## src/rtl/resp_chk_pkg.sv

```systemverilog
// Shared types and constants for the 1-bit response checker.
// Holds the run-control FSM state encoding and the delay-line depth limit
// used to size the FILL-phase counter.
package resp_chk_pkg;

  // Deepest response delay the checker is built to align against.
  localparam int LATENCY_MAX = 4;

  // Wide enough to count LATENCY_MAX FILL cycles.
  localparam int FILL_W = $clog2(LATENCY_MAX + 1);

  typedef enum logic [1:0] {
    IDLE = 2'd0,
    FILL = 2'd1,
    RUN  = 2'd2,
    DONE = 2'd3
  } state_e;

endpackage

```

## src/rtl/resp_chk_delay.sv

```systemverilog
// Stimulus delay line that aligns x with a DUT response arriving LATENCY cycles later.
// Ports: clk, rst_n (async active-low), clr (sync clear, wins over shift),
//        in (stimulus bit), out (in delayed LATENCY cycles; LATENCY=0 is a plain wire).
module resp_chk_delay #(
  parameter int LATENCY = 0
) (
  input  logic clk,
  input  logic rst_n,
  input  logic clr,
  input  logic in,
  output logic out
);

  generate
    if (LATENCY == 0) begin : g_wire
      assign out = in;

      // Clock, reset and clear have no job when there is nothing to store.
      logic unused_ok;
      assign unused_ok = ^{clk, rst_n, clr};
    end else begin : g_shift
      logic [LATENCY-1:0] sr_q;
      logic [LATENCY-1:0] sr_d;

      // Shift every cycle; the checker only looks at the tap while aligned.
      always_comb begin
        sr_d = (sr_q << 1) | LATENCY'(in);
        if (clr) begin
          sr_d = '0;
        end
      end

      always_ff @(posedge clk or negedge rst_n) begin
        if (!rst_n) begin
          sr_q <= '0;
        end else begin
          sr_q <= sr_d;
        end
      end

      assign out = sr_q[LATENCY-1];
    end
  endgenerate

endmodule

```

## src/rtl/resp_checker_1b.sv

```systemverilog
// Run-based checker for a 1-bit inverter DUT: compares out against ~x delayed LATENCY cycles.
// Ports: clk, rst_n (async active-low); start/stop run control; x stimulus, out DUT response;
//        busy/done/pass status, err_pulse per mismatch, err_cnt, sample_cnt, first_err_idx.
// Optional: define RESP_CHK_FIRST_ERR_EN to build the first-mismatch index capture register;
//           otherwise first_err_idx is tied to 0.
module resp_checker_1b
  import resp_chk_pkg::*;
#(
  parameter int LATENCY     = 0,
  parameter int CNT_W       = 8,
  parameter int NUM_SAMPLES = 16
) (
  input  logic             clk,
  input  logic             rst_n,
  input  logic             start,
  input  logic             stop,
  input  logic             x,
  input  logic             out,
  output logic             busy,
  output logic             done,
  output logic             pass,
  output logic             err_pulse,
  output logic [CNT_W-1:0] err_cnt,
  output logic [CNT_W-1:0] sample_cnt,
  output logic [CNT_W-1:0] first_err_idx
);

  localparam logic [CNT_W-1:0]  LAST_IDX  = CNT_W'(NUM_SAMPLES - 1);
  localparam logic [CNT_W-1:0]  CNT_MAX   = '1;
  localparam logic [FILL_W-1:0] FILL_LAST = FILL_W'((LATENCY > 0) ? LATENCY - 1 : 0);
  localparam state_e            RUN_ENTRY = (LATENCY > 0) ? FILL : RUN;

  state_e            state_q, state_d;
  logic [FILL_W-1:0] fill_cnt_q, fill_cnt_d;
  logic [CNT_W-1:0]  err_cnt_q, err_cnt_d;
  logic [CNT_W-1:0]  sample_cnt_q, sample_cnt_d;

  logic clr;
  logic x_dly;
  logic mismatch;
  logic run_last;

  // A start is only honoured from IDLE or DONE; it wipes the previous run.
  assign clr = start && ((state_q == IDLE) || (state_q == DONE));

  resp_chk_delay #(
    .LATENCY(LATENCY)
  ) u_delay (
    .clk  (clk),
    .rst_n(rst_n),
    .clr  (clr),
    .in   (x),
    .out  (x_dly)
  );

  assign mismatch = (state_q == RUN) && (out != ~x_dly);

  // The current RUN sample is counted even when stop ends the run.
  assign run_last = stop || (sample_cnt_q == LAST_IDX);

  // State register
  always_ff @(posedge clk or negedge rst_n) begin
    if (!rst_n) begin
      state_q <= IDLE;
    end else begin
      state_q <= state_d;
    end
  end

  // Next-state logic
  always_comb begin
    state_d = state_q;
    case (state_q)
      IDLE: if (start) state_d = RUN_ENTRY;
      FILL: begin
        if (stop) begin
          state_d = DONE;
        end else if (fill_cnt_q == FILL_LAST) begin
          state_d = RUN;
        end
      end
      RUN:  if (run_last) state_d = DONE;
      DONE: if (start) state_d = RUN_ENTRY;
      default: state_d = IDLE;
    endcase
  end

  // Outputs
  always_comb begin
    busy      = (state_q == FILL) || (state_q == RUN);
    done      = (state_q == DONE);
    pass      = done && (err_cnt_q == '0);
    err_pulse = mismatch;
  end

  // Counters
  always_comb begin
    fill_cnt_d   = fill_cnt_q;
    err_cnt_d    = err_cnt_q;
    sample_cnt_d = sample_cnt_q;
    if (clr) begin
      fill_cnt_d   = '0;
      err_cnt_d    = '0;
      sample_cnt_d = '0;
    end else begin
      if (state_q == FILL) begin
        fill_cnt_d = fill_cnt_q + 1'b1;
      end
      if (state_q == RUN) begin
        sample_cnt_d = sample_cnt_q + 1'b1;
        if (mismatch && (err_cnt_q != CNT_MAX)) begin
          err_cnt_d = err_cnt_q + 1'b1;
        end
      end
    end
  end

  always_ff @(posedge clk or negedge rst_n) begin
    if (!rst_n) begin
      fill_cnt_q   <= '0;
      err_cnt_q    <= '0;
      sample_cnt_q <= '0;
    end else begin
      fill_cnt_q   <= fill_cnt_d;
      err_cnt_q    <= err_cnt_d;
      sample_cnt_q <= sample_cnt_d;
    end
  end

  assign err_cnt    = err_cnt_q;
  assign sample_cnt = sample_cnt_q;

`ifdef RESP_CHK_FIRST_ERR_EN
  logic [CNT_W-1:0] first_err_idx_q, first_err_idx_d;

  // err_cnt never returns to zero within a run, so zero means "no mismatch yet".
  always_comb begin
    first_err_idx_d = first_err_idx_q;
    if (clr) begin
      first_err_idx_d = '0;
    end else if (mismatch && (err_cnt_q == '0)) begin
      first_err_idx_d = sample_cnt_q;
    end
  end

  always_ff @(posedge clk or negedge rst_n) begin
    if (!rst_n) begin
      first_err_idx_q <= '0;
    end else begin
      first_err_idx_q <= first_err_idx_d;
    end
  end

  assign first_err_idx = first_err_idx_q;
`else
  assign first_err_idx = '0;
`endif

endmodule

```

## config.mk

```make
export PLATFORM = sky130hd
export DESIGN_NAME = resp_checker_1b
export DESIGN_NICKNAME = d
export VERILOG_FILES = /design/src/rtl/resp_chk_pkg.sv /design/src/rtl/resp_chk_delay.sv /design/src/rtl/resp_checker_1b.sv
export SDC_FILE = /design/constraint.sdc
export NUM_CORES = 1
export LEC_CHECK = 0
export ABC_AREA = 1
export CAP_MARGIN = 5
export CORE_MARGIN = 5
export CORE_UTILIZATION = 51
export CTS_BUF_LIST = sky130_fd_sc_hd__clkbuf_8
export DETAILED_ROUTE_END_ITERATION = 10
export PLACE_DENSITY = 0.82
export SETUP_SLACK_MARGIN = 0.1
export SYNTH_ARGS = -nofsm -noshare
export SYNTH_HDL_FRONTEND = slang
export SYNTH_HIERARCHICAL = 1
export SYNTH_SLANG_ARGS = --single-unit
```

## constraint.sdc

```tcl
create_clock -name clk -period 1.8 [get_ports clk]
set_clock_uncertainty 0.2 [all_clocks]
set_input_delay 0.36 -clock clk [delete_from_list [all_inputs] [get_ports clk]]
set_output_delay 0.36 -clock clk [all_outputs]
set_load 0.1 [all_outputs]
```

==> Flow_metrics.wiki <==
{| class="wikitable"
! Metric !! Value
|-
| Combined global-route utilization of all metal layers || roughly a fifth
|-
| Library cell occupying the most area in the post-synthesis netlist || sky130_fd_sc_hd__dfrtp_1
|-
| Source-to-sink clock delay at the later pin of the worst-skew pair || ~0.26 ns
|-
| Kind of path behind the tightest hold check || input pin to async pin
|-
| Total power || about 3.7 mW
|-
| Area taken by multi-input logic gates || 876 sq um
|-
| Remaining global-route overflow || 0
|-
| Number of filler instances in the final layout || roughly 140
|-
| Crit Path Class || flip-flop to output pin
|-
| Total of endpoints with negative setup slack in the final report || 3
|-
| Number of register bits inferred by synthesis || 21
|-
| Xor/xnor share of the synthesized area || approximately 1.3%
|-
| Initial antenna violation count || 0
|-
| First-pass iteration count of the detailed router || 4
|-
| Average detailed-routed wire length per instance || around 14 um
|-
| Most common library cell in the layout ignoring fill and taps || sky130_fd_sc_hd__nand2_1
|-
| Clock buffers created by TritonCTS || 3
|-
| Die boundary height || 62.1 um
|-
| Share of the clock period used by the worst path after layout || 111%
|-
| Proportion of layout cells with a drive suffix above 1 || around two fifths
|-
| Number of warning messages in the yosys log || 6
|-
| Cell area after technology mapping || 1390 sq um
|-
| Final Hold Violating Endpoints || 0
|-
| Run status || finished with violations
|-
| Bufs on Longest Clock Path || 2
|-
| Unrepaired setup endpoints after global routing || true
|-
| Row count || 19
|-
| Number of nets with antenna violations after detailed routing || 0
|-
| Dominant combinational cell family by area after synthesis || simple AND/OR/NAND/NOR gates
|-
| Cell count after synthesis || roughly 190
|-
| Power density relative to cell area || between 1500 and 2000 nW/um^2
|-
| Violations in the final reports || negative setup slack
|-
| Fmax || 501 MHz
|-
| Minimum setup slack in the final design || -0.197 ns
|-
| Number of standard cells in the layout, taps in and fillers out || 267
|-
| Most used cells in the layout excluding fill and tap cells || sky130_fd_sc_hd__nand2_1, sky130_fd_sc_hd__inv_1, sky130_fd_sc_hd__nand3_1, sky130_fd_sc_hd__buf_12, sky130_fd_sc_hd__nor2_1
|-
| Vias/cell || between 5 and 6
|-
| Distinct cell type count of the synthesized netlist || 24
|-
| Clk sinks || 21
|-
| Placer's final routability congestion estimate || 0.887
|-
| Total negative slack || -0.307 ns
|-
| Pin count of the biggest net entering global routing || 22
|-
| Max capacitance violation total || 0
|-
| Biggest cell delay along the critical path || 0.48 ns
|-
| Worst setup timing slack at the placement stage || -0.123 ns
|-
| Count of nets after finishing || 251
|-
| Lkg Pwr || about 1.1 nW
|-
| Peak supply drop || approximately 2000 uV
|-
| Largest fanout on the critical path || 2
|-
| Arithmetic-cell share of the synthesized area counting full adders, half adders and majority gates || between 7 and 8%
|-
| Die Span X || around 62 um
|-
| H-tree depth reported by CTS || 1
|-
| Type of element launching the critical path || flip-flop
|-
| DR vias || 1378
|-
| Area fraction in and, or, nand and nor cells after synthesis || approximately 33%
|-
| Initial drt markers || between 50 and 60
|-
| Data required time at the worst endpoint || 1.24 ns
|-
| Dominant cells by area after synthesis || sky130_fd_sc_hd__dfrtp_1, sky130_fd_sc_hd__nand2_1, sky130_fd_sc_hd__nand3_1
|-
| TritonCTS clock tree || built
|-
| Fin. max-slew vios || 0
|-
| Count of boundary I/O pins || 34
|-
| Area taken by flip-flops and latches || about 560 sq um
|-
| Post-route DRC || 0
|-
| Effective utilization at floorplan || roughly half
|-
| IO Port Bufs || 25
|-
| Yosys top cell area share || between 30% and 40%
|-
| Family of cells with the greatest summed delay on the critical path || flip-flops
|-
| Area growth, synth to finish || 62.1%
|-
| Crit path DAT || 1.44 ns
|-
| Element type at the critical path end || output pin
|-
| Compound-Gate Fraction of Synth Area || 6.23%
|-
| Estimated wirelength of the detail-placed design || around 2.5 mm
|-
| CTS root buffer || sky130_fd_sc_hd__clkbuf_8
|-
| List of cells traversed by the critical path || inv_2 > ha_4 > nand3_4 > nor4_4 > buf_12
|-
| Min Clock Period, post-route || 2.00 ns
|-
| Clock-pin slew of the registers on the worst-case setup and hold paths || approximately 0.080 ns
|-
| Count of inserted antenna diode cells || 0
|-
| Global-route wire length before repair || 6.07 mm
|-
| Count of placed standard cells including taps || 255
|-
| WL final || 3.76 mm
|-
| Die footprint || 3860 sq um
|-
| Average size of a mapped cell || ~7.2 sq um
|-
| Via count of the first global-routing pass || 1353
|-
| Floorplan core area || roughly 2700 sq um
|-
| Sequential element share of the synthesized area || a little under two fifths
|-
| Multiplexer share of the synthesized area || 0%
|-
| CP max stage cell || sky130_fd_sc_hd__dfrtp_4
|-
| Worst path bufs/invs || 2
|}
[through the flow]
step	util [%]	hold slack [ns]	area, sq um
global route	83.7	0.278	2250
finish	83.7	0.249	2250
detailed placement	74.6	0.347	2000
CTS	79.7	0.257	2140
global placement	74.6	0.305	2000
floorplan	-	-0.136	1500
[kinds of logic (layout without fill, tap and decap cells)]
| group | Yosys count | count (layout) |
|---|---|---|
| and+or+nand+nor | 103 | 104 |
| buffers and inverters | 41 | 77 |
| DFF | 21 | 21 |
| AOI/OAI and AO/OA | 16 | 16 |
| adders and majority gates | 8 | 8 |
| xor gates and xnor gates | 2 | 2 |
| other | 1 | 8 |
[final timing paths]
check / cells past startpoint / endpoint / from / slack (ns)
worst max-delay path: 5 / pass / err_cnt[1] / -0.20
worst min-delay path: 2 / err_cnt[1] / rst_n / 0.25
worst max register to register: 9 / err_cnt[1] / err_cnt[0] / 0.12
worst min register to register: 2 / fill_cnt_q[2] / fill_cnt_q[2] / 0.36
max in group asynchronous: 2 / sample_cnt[1] / rst_n / 0.90
min in group clk: 2 / fill_cnt_q[2] / fill_cnt_q[2] / 0.36
[state kept, by name, indices dropped and copies added, names as in the netlist]
register	flops
err_cnt	8
fill_cnt_q	3
state_q	2
sample_cnt	8
[cell type report]
cell class	instances	share of cell area, %
Clock inverter	1	0.167
Inverter	29	5.35
Tap cell	31	1.73
Multi-Input combinational cell	138	39.0
Timing Repair Buffer	44	27.2
Sequential cell	21	24.8
Clock buffer	3	1.84
[Yosys cell counts (all sizes together)]
cell,instances
nand3b,1
a21oi,8
nand3,26
nor2,24
nand4,1
ha,8
buf,12
a211oi,1
xor2,2
nor3,3
inv,29
nor4,1
conb,1
o21ai,7
nand2,47
dfrtp,21
[routing by layer]
metal | global-route usage (%) | routed length [um] | vias up
met3 | 4.14 | 164 | 9
met1 | 24.3 | 1570 | 652
met2 | 30.4 | 1940 | 39
li1 | - | - | 678
met5 | 0 | 0 | -
met4 | 7.05 | 81 | 0
[repair_timing]
item	CTS	global route
setup endpoints to repair	15	14
hold buffers	0	0
buffers inserted	5	3
pin swaps	4	11
gates resized for setup	16	23
cloned	0	1
[worst register-to-register path: cells and delay by family (launching register included)]
kind,cells,cell delay (ns)
AND/OR/NAND/NOR,7,0.63
flip-flops,1,0.43
adder cells (fa/ha/maj),1,0.16
buffers and inverters,1,0.15
[where the power goes]
| group | switching [mW] | internal, mW |
|---|---|---|
| clock | 0.155 | 0.152 |
| combinational | 1.65 | 0.963 |
| sequential | 0.172 | 0.598 |
(Power assumes the default switching activity.)
